<file path="src/rtl/vehicle_sensor_conditioner.sv">
// Vehicle sensor conditioner: synchronizes and debounces the arrival and
// departure loop sensors, keeps a saturating count of waiting vehicles, and
// drives the car-present request X with a minimum hold time and stuck-sensor
// fault handling.
module vehicle_sensor_conditioner #(
  parameter logic [19:0] DEB_CYCLES   = 20'd1000,
  parameter logic [28:0] HOLD_CYCLES  = 29'd100_000_000,
  parameter logic [28:0] STUCK_CYCLES = 29'd500_000_000
) (
  input  logic       clock,
  input  logic       rst,
  input  logic       arr_raw,
  input  logic       dep_raw,
  output logic       X,
  output logic [3:0] car_count,
  output logic       stuck_fault
);

  typedef enum logic [1:0] {
    IDLE  = 2'd0,
    REQ   = 2'd1,
    FAULT = 2'd2
  } state_t;

  state_t      state;
  state_t      nxt_state;

  logic [1:0]  arr_sync;
  logic [1:0]  dep_sync;
  logic        arr_filt;
  logic        dep_filt;
  logic [19:0] arr_deb;
  logic [19:0] dep_deb;
  logic        arr_filt_d;
  logic        dep_filt_d;
  logic        arr_arm;
  logic        dep_arm;
  logic [1:0]  sync_vld;
  logic        arr_evt;
  logic        dep_evt;
  logic [28:0] stuck_cnt;
  logic        stuck_hit;
  logic [28:0] hold_cnt;

  // Two-flop synchronizers for both raw loop sensors.
  always_ff @(posedge clock) begin
    if (rst) begin
      arr_sync <= '0;
      dep_sync <= '0;
    end else begin
      arr_sync <= {arr_sync[0], arr_raw};
      dep_sync <= {dep_sync[0], dep_raw};
    end
  end

  // Arrival debounce: filtered value follows only after DEB_CYCLES of disagreement.
  always_ff @(posedge clock) begin
    if (rst) begin
      arr_filt <= 1'b0;
      arr_deb  <= '0;
    end else if (arr_sync[1] == arr_filt) begin
      arr_deb <= '0;
    end else if (arr_deb == DEB_CYCLES - 20'd1) begin
      arr_filt <= arr_sync[1];
      arr_deb  <= '0;
    end else begin
      arr_deb <= arr_deb + 20'd1;
    end
  end

  // Departure debounce, identical to the arrival path.
  always_ff @(posedge clock) begin
    if (rst) begin
      dep_filt <= 1'b0;
      dep_deb  <= '0;
    end else if (dep_sync[1] == dep_filt) begin
      dep_deb <= '0;
    end else if (dep_deb == DEB_CYCLES - 20'd1) begin
      dep_filt <= dep_sync[1];
      dep_deb  <= '0;
    end else begin
      dep_deb <= dep_deb + 20'd1;
    end
  end

  // Edge-detector history plus arming: a sensor only produces events once it
  // has been seen low after reset, so a level already high at reset release
  // never counts as a vehicle. sync_vld marks when the synchronizer output is
  // a real sample rather than its reset value.
  always_ff @(posedge clock) begin
    if (rst) begin
      arr_filt_d <= 1'b0;
      dep_filt_d <= 1'b0;
      arr_arm    <= 1'b0;
      dep_arm    <= 1'b0;
      sync_vld   <= '0;
    end else begin
      arr_filt_d <= arr_filt;
      dep_filt_d <= dep_filt;
      sync_vld   <= {sync_vld[0], 1'b1};
      if (sync_vld[1] && !arr_sync[1] && !arr_filt) arr_arm <= 1'b1;
      if (sync_vld[1] && !dep_sync[1] && !dep_filt) dep_arm <= 1'b1;
    end
  end

  assign arr_evt = arr_filt & ~arr_filt_d & arr_arm;
  assign dep_evt = dep_filt & ~dep_filt_d & dep_arm;

  // Stuck detector: counts cycles of filtered arrival high, saturating at the limit.
  always_ff @(posedge clock) begin
    if (rst) begin
      stuck_cnt <= '0;
    end else if (!arr_filt) begin
      stuck_cnt <= '0;
    end else if (stuck_cnt != STUCK_CYCLES) begin
      stuck_cnt <= stuck_cnt + 29'd1;
    end
  end

  // Qualified with the live level so a saturated count never outlives the release.
  assign stuck_hit = arr_filt && (stuck_cnt == STUCK_CYCLES);

  // Next-state logic; a stuck sensor overrides every other transition.
  always_comb begin
    nxt_state = state;
    if (stuck_hit) begin
      nxt_state = FAULT;
    end else begin
      case (state)
        IDLE:    if (car_count != 4'd0) nxt_state = REQ;
        REQ:     if (car_count == 4'd0 && hold_cnt == 29'd0) nxt_state = IDLE;
        FAULT:   if (!arr_filt) nxt_state = IDLE;
        default: nxt_state = IDLE;
      endcase
    end
  end

  // State register, registered output decodes and the minimum-hold timer.
  always_ff @(posedge clock) begin
    if (rst) begin
      state       <= IDLE;
      X           <= 1'b0;
      stuck_fault <= 1'b0;
      hold_cnt    <= '0;
    end else begin
      state       <= nxt_state;
      X           <= (nxt_state != IDLE);
      stuck_fault <= (nxt_state == FAULT);
      if (state == IDLE && nxt_state == REQ) begin
        hold_cnt <= HOLD_CYCLES;
      end else if (state == REQ) begin
        if (hold_cnt != 29'd0) hold_cnt <= hold_cnt - 29'd1;
      end else begin
        hold_cnt <= '0;
      end
    end
  end

  // Waiting-vehicle counter; events are ignored in FAULT and the count is
  // discarded when the fault clears.
  always_ff @(posedge clock) begin
    if (rst) begin
      car_count <= '0;
    end else if (state == FAULT) begin
      if (nxt_state == IDLE) car_count <= '0;
    end else begin
      case ({dep_evt, arr_evt})
        2'b01:   if (car_count != 4'd15) car_count <= car_count + 4'd1;
        2'b10:   if (car_count != 4'd0)  car_count <= car_count - 4'd1;
        default: ;
      endcase
    end
  end

endmodule

</file>
<file path="config.mk">
export PLATFORM = sky130hd
export DESIGN_NAME = vehicle_sensor_conditioner
export DESIGN_NICKNAME = d
export VERILOG_FILES = /design/src/rtl/vehicle_sensor_conditioner.sv
export SDC_FILE = /design/constraint.sdc
export NUM_CORES = 1
export LEC_CHECK = 0
export BUFFER_PORTS_ARGS = -buffer_cell sky130_fd_sc_hd__clkbuf_2
export CORE_ASPECT_RATIO = 0.5
export CORE_UTILIZATION = 55
export CTS_BUF_LIST = sky130_fd_sc_hd__clkbuf_16
export CTS_CLUSTER_DIAMETER = 100
export DETAILED_ROUTE_END_ITERATION = 8
export PLACE_DENSITY = 0.72
export SLEW_MARGIN = 20
export SYNTH_ARGS = -nofsm -noshare
export SYNTH_HDL_FRONTEND = slang
export SYNTH_SLANG_ARGS = --single-unit
</file>
<file path="constraint.sdc">
create_clock -name clock -period 7.9 [get_ports clock]
set_clock_uncertainty 0.15 [all_clocks]
set_input_delay 1.58 -clock clock [delete_from_list [all_inputs] [get_ports clock]]
set_output_delay 1.58 -clock clock [all_outputs]
set_load 0.005 [all_outputs]
</file>
==> run_results.csv, run 1 <==
group,metric,value,unit
route,post_drt_via_cell_ratio,5.51,
route,final_antenna_net_count,0,
placement,gp_congestion,0.745,
logic_synthesis,synth_edf_count,0,
outcome,run_status,"completed",
die,ios,10,
min_path,min_from,"dep_deb[0]",
critical_path,critPathLaunchType,"input pin",
die,core-area,9040,um2
global_route,grt_use_total,21.9,%
critical_path,r2r-start,"hold_cnt[3]",
finish,area_delta_synth_final,14.8,%
critical_path,worstSetupPathType,"in2reg",
logic_synthesis,yosysUniqueCellTypes,54,
timing,drv_slew,0,
finish,design_area,6120,um2
finish,mostFrequentLayoutCells,"dfxtp_1 (118), nor2_1 (97), xnor2_1 (39), xor2_1 (37)",
timing,slew-limit-headroom,29.9,%
finish,ff_latch_area,2360,um2
finish,final_cells,761,
route,drt_iter0_drc,223,
logic_synthesis,synth_cells,608,
logic_synthesis,synthArstFlopShare,0,%
critical_path,crit_cells,5,
finish,drive_gt1_share,10.1,%
timing,rsz0062_at_grt,"no",
cts,clk_pin_slew,0.05,ns
critical_path,crit_chain,"clkbuf_2 > inv_1 > nand2_1 > or4_1 > nand2_1",
cts,cts_buffers,17,
power,vdd_ir_drop_max,0.168,mV
critical_path,end_kind,"flip-flop",
critical_path,crit_top_cell,"nand2_1",
cts,cts.sinks,118,
placement,numPortBuffers,9,
global_route,grt_max_degree,31,
timing,max_freq,315,MHz
finish,final_common_cell,"dfxtp_1",
die,start_util,59.0,%
cts,cts_setup_buffers,0,
logic_synthesis,ys_seq_elements,118,
cts,cts_hold_buf,0,
route,drt-total-wl,10000,um
cts,clockBufferDepth,2,
cts,cts_tree,"built",
timing,setup_violations,0,
route,wl_per_cell,13.2,um
cts,htreeDepth,4,
logic_synthesis,syn_area,5330,um2
logic_synthesis,yosysSeqAreaShare,44.3,%
power,powerDensity,239,nW/um2
logic_synthesis,synthesis.nets,621,
power,power.leakage,0.00217,uW
critical_path,cp_data_arrival_time,3.37,ns
critical_path,worst-endpoint-required,8.10,ns
timing,finalSetupTns,0,ns
critical_path,path_max_fanout,30,
critical_path,crit_start,"rst",
route,route.detailed.drc,0,
critical_path,cp_num_buf_inv,2,
critical_path,r2r_cells,5,
placement,placed_area,5470,um2
cts,clkLatencyLatePin,0.40,ns
global_route,grt_overflow,0,
die,die_w,141,um
finish,diodes,0,
placement,dp_hpwl,6500,um
timing,tightest_slew,1.04,ns
logic_synthesis,synth-main-ff-cell,"dfxtp_1",
finish,nNetsFinal,631,
finish,finish.utilization,67.8,%
die,die_area,10100,um2
min_path,hold_depth,1,
timing,period_minus_slack,3.17,ns
global_route,grt_pass1_wl,17700,um
logic_synthesis,avgSynthCellArea,8.77,um2
min_path,hp-class,"reg2reg",
global_route,antenna_found_initial,0,
route,first_pass_iters,5,
job,maxCapViolCount,0,
finish,multiInputGateArea,2820,um2
timing,hold_violations,0,
logic_synthesis,ys_warn_count,0,
critical_path,crit_family,"simple AND/OR/NAND/NOR gates",
critical_path,critPathSlowestCell,"or4_1",
cts,post_cts_resized,0,
critical_path,max_stage_delay,0.71,ns
die,num_rows,24,
timing,holdWs,0.284,ns
global_route,grt_pass1_vias,3950,
placement,dp.cells,729,
finish,nFillCells,748,
route,vias,4195,
die,die_h,71.6,um
timing,period_share,40.2,%
cts,cts_root_buf,"clkbuf_16",
## cells in the mapped netlist (2+ instances only)
cell type	count	share of area [%]
o21a_1	3	0.42
nor3_1	15	1.4
buf_1	2	0.14
nor3b_1	4	0.56
and2_1	4	0.47
or4_2	2	0.33
nor2b_1	10	1.2
nand4b_1	2	0.33
or2_2	5	0.59
nor4_1	20	2.3
nand3b_1	2	0.28
nand3_1	32	3.0
nand2b_1	3	0.35
or4_4	3	0.63
nor4b_1	4	0.66
o21ai_0	20	1.9
o31ai_1	9	1.3
nand2_1	32	2.3
a21oi_1	22	2.1
buf_6	2	0.42
dfxtp_1	118	44
inv_1	17	1.2
and3_1	6	0.70
or4_1	5	0.70
or3_2	4	0.56
nand4_1	18	2.1
ha_1	8	1.9
clkbuf_1	15	1.1
xnor2_1	39	6.4
or3_1	20	2.3
mux2i_1	2	0.38
xor2_1	37	6.1
and4_1	5	0.82
nor2_1	97	6.8
mux2_2	2	0.42
## per-stage QoR
step	total power (uW)	setup WS, ns
after CTS	1470	4.73
final	1460	4.73
after global routing	1500	4.56
after floorplan	617	4.97
after global placement	618	4.30
after detailed placement	619	4.32
## routing by layer
metal / vias up / GRT usage [%] / part of all wire [%]
li1: 2146 / - / -
met1: 1989 / 29.2 / 52
met2: 52 / 35.2 / 44
met3: 8 / 5.21 / 3.4
met4: 0 / 7.85 / 0.76
met5: - / 0 / 0
## state kept, by name (all words and copies together), names as in the netlist, 2 cells and up
signal     count
hold_cnt      29
stuck_cnt     29
arr_deb       20
dep_deb       20
car_count      4
arr_sync       2
dep_sync       2
state          2
sync_vld       2
## path summary, 6_finish.rpt
| check | endpoint | slack, ns |
|---|---|---|
| setup / recovery | stuck_cnt[28] | 4.73 |
| hold / removal | dep_deb[0] | 0.28 |
| setup reg to reg | hold_cnt[25] | 5.12 |
| hold reg to reg | dep_deb[0] | 0.28 |
## logic make-up after synthesis
family                   after synthesis  share of synthesized area [%]
AND/OR/NAND/NOR                      299                           29.8
multiplexers                           4                          0.798
AO/OA/AOI/OAI                         65                           7.46
XOR/XNOR                              76                           12.5
flip-flops                           118                           44.3
buffers and inverters                 37                           2.91
adder cells (fa/ha/maj)                9                           2.25
## report_power, final
| group | total, uW | internal, uW | switching, uW | leakage [uW] |
|---|---|---|---|---|
| sequential | 599 | 598 | 1.30 | 0.000952 |
| clock | 859 | 587 | 271 | 0.000314 |
| combinational | 6.35 | 2.21 | 4.14 | 0.000904 |
## layout make-up
type | instances | area share, %
Timing Repair Buffer | 11 | 0.981
Sequential cell | 118 | 38.6
Multi-Input combinational cell | 453 | 46.0
Clock inverter | 15 | 3.82
Clock buffer | 17 | 6.95
Inverter | 17 | 1.04
Tap cell | 130 | 2.66
## worst register-to-register path, delay by kind of cell, from the launching register on
| family | cells | cell delay, ns |
|---|---|---|
| AND/OR/NAND/NOR | 4 | 2.03 |
| flip-flops | 1 | 0.34 |
| AO/OA/AOI/OAI | 1 | 0.16 |
(Power assumes the default switching activity.)
==> run 2: changes to the inputs <==
--- a/config.mk
+++ b/config.mk
@@ -11,7 +11,7 @@
 export CTS_BUF_LIST = sky130_fd_sc_hd__clkbuf_16
 export CTS_CLUSTER_DIAMETER = 100
 export DETAILED_ROUTE_END_ITERATION = 8
-export PLACE_DENSITY = 0.72
+export PLACE_DENSITY = 0.75
 export SLEW_MARGIN = 20
 export SYNTH_ARGS = -nofsm -noshare
 export SYNTH_HDL_FRONTEND = slang
==> constraint.sdc (replaced) <==
create_clock -name clock -period 2.88 [get_ports clock]
set_clock_uncertainty 0.15 [all_clocks]
set_input_delay 0.576 -clock clock [delete_from_list [all_inputs] [get_ports clock]]
set_output_delay 0.576 -clock clock [all_outputs]
set_load 0.005 [all_outputs]
==> run 2 against run 1 <==
Against the previous run: setup slack worse by 4.5 ns; sequential power rose to 2.7 times the previous value; power grew to 2.6 times the previous value; die area unchanged; hold slack lost 0.048 ns; critical path depth stayed put; first-iteration DRC count increased by 13%.
==> run_results.csv, run 2 (same netlist as run 1, synthesis figures left out) <==
group,metric,value,unit
critical_path,r2r_cells,5,
power,powerDensity,624,nW/um2
timing,rsz0062_at_grt,"no",
die,start_util,59.0,%
global_route,grt_overflow,0,
finish,mostFrequentLayoutCells,"dfxtp_1 (118), nor2_1 (97), xnor2_1 (39), xor2_1 (37)",
cts,cts_setup_buffers,0,
min_path,hold_depth,2,
critical_path,timing.reg2reg.setup_slack,0.27,ns
cts,clockBufferDepth,2,
finish,diodes,0,
finish,nNetsFinal,639,
route,post_drt_via_cell_ratio,5.48,
timing,slew-limit-headroom,46.4,%
cts,cts_hold_buf,0,
timing,period_share,90.6,%
placement,numPortBuffers,9,
power,p_total,3830,uW
global_route,use_met1,28.9,%
timing,drv_slew,0,
placement,dp_hpwl,6760,um
finish,finish.utilization,67.9,%
timing,setup_violations,0,
critical_path,path_max_fanout,9,
cts,cts_tree,"built",
cts,clkLatencyLatePin,0.41,ns
timing,holdWs,0.236,ns
timing,tightest_slew,0.797,ns
global_route,busiest_layer,"met2",
placement,gp_congestion,0.878,
min_path,min_delay_worst_endpoint,"dep_sync[0]",
die,die_w,141,um
critical_path,worstSetupPathType,"reg2reg",
global_route,grt_use_total,22.6,%
cts,cts_buffers,17,
die,die_h,71.6,um
critical_path,end_kind,"flip-flop",
finish,reg.largest.list,"hold_cnt x29, stuck_cnt x29",
die,ios,10,
route,vias,4213,
critical_path,critPathLaunchType,"flip-flop",
global_route,use_met2,36.7,%
timing,hold_violations,0,
power,vdd_ir_drop_max,0.466,mV
cts,htreeDepth,4,
critical_path,r2r-start,"hold_cnt[8]",
route,drt_iter0_drc,252,
route,route.detailed.drc,0,
global_route,grt_pass1_wl,18200,um
global_route,grt_pass1_vias,4051,
cts,cts_root_buf,"clkbuf_16",
die,die_area,10100,um2
power,power.leakage,0.00218,uW
cts,cts.sinks,118,
global_route,use_met3,6.08,%
global_route,antenna_found_initial,0,
finish,area_delta_synth_final,15.1,%
timing,finalSetupTns,0,ns
finish,drive_gt1_share,11.1,%
job,maxCapViolCount,0,
route,drt-total-wl,10100,um
route,first_pass_iters,4,
cts,clk_pin_slew,0.05,ns
timing,max_freq,383,MHz
cts,post_cts_resized,0,
outcome,run_status,"completed",
min_path,hp-class,"in2reg",
finish,final_common_cell,"dfxtp_1",
die,num_rows,24,
global_route,grt_max_degree,21,
timing,period_minus_slack,2.61,ns
critical_path,regToRegEndpoint,"hold_cnt[8]",
die,core-area,9040,um2
route,wl_per_cell,13.2,um
route,final_antenna_net_count,0,
min_path,min_from,"dep_raw",
critical_path,cp_data_arrival_time,2.73,ns
critical_path,worst-endpoint-required,3.00,ns
-- run 2: worst max-delay path, cell delays in order (launching register included) --
cell and delay (ns):
dfxtp_1 0.34, or3_1 0.46, or4_4 0.60, or4_4 0.63, nand3_1 0.19, o31ai_1 0.10
-- run 2: layout make-up --
type	count	area, um2
well taps	130	163
clock inverters	15	186
clock buffers	17	425
inverters	17	63.8
repair buffers	19	120
multi-input cells	453	2820
fillers	738	2900
flip-flops and latches	118	2360
-- run 2: worst max path at each step --
stage                         endpoint  slack (ns)  cells after the start   startpoint
after global placement    hold_cnt[18]        0.36                      5  hold_cnt[3]
final                      hold_cnt[8]        0.27                      5  hold_cnt[8]
after floorplan               state[0]        0.34                      7  hold_cnt[3]
after detailed placement  hold_cnt[20]        0.29                      5  hold_cnt[8]
after global routing       hold_cnt[8]        0.18                      5  hold_cnt[3]
after CTS                  hold_cnt[8]        0.26                      5  hold_cnt[8]
-- run 2: where the power goes --
group / switching, uW / internal (uW)
clock network: 738 / 1430
registers: 3.35 / 1640
logic: 12.4 / 7.00
total: 754 / 3080
-- run 2: per-stage QoR --
| step | std cells | setup WS [ns] | cell area [um2] |
|---|---|---|---|
| floorplan | 608 | 0.336 | 5330 |
| global placement | 737 | 0.356 | 5530 |
| detailed placement | 737 | 0.293 | 5530 |
| CTS | 769 | 0.265 | 6140 |
| global route | 769 | 0.178 | 6140 |
| finish | 769 | 0.271 | 6140 |
-- run 2: routing by layer --
layer / part of all wire [%] / up-vias
met4: 1.6 / 0
met5: 0 / -
met1: 49 / 1967
li1: - / 2159
met3: 3.9 / 18
met2: 46 / 69
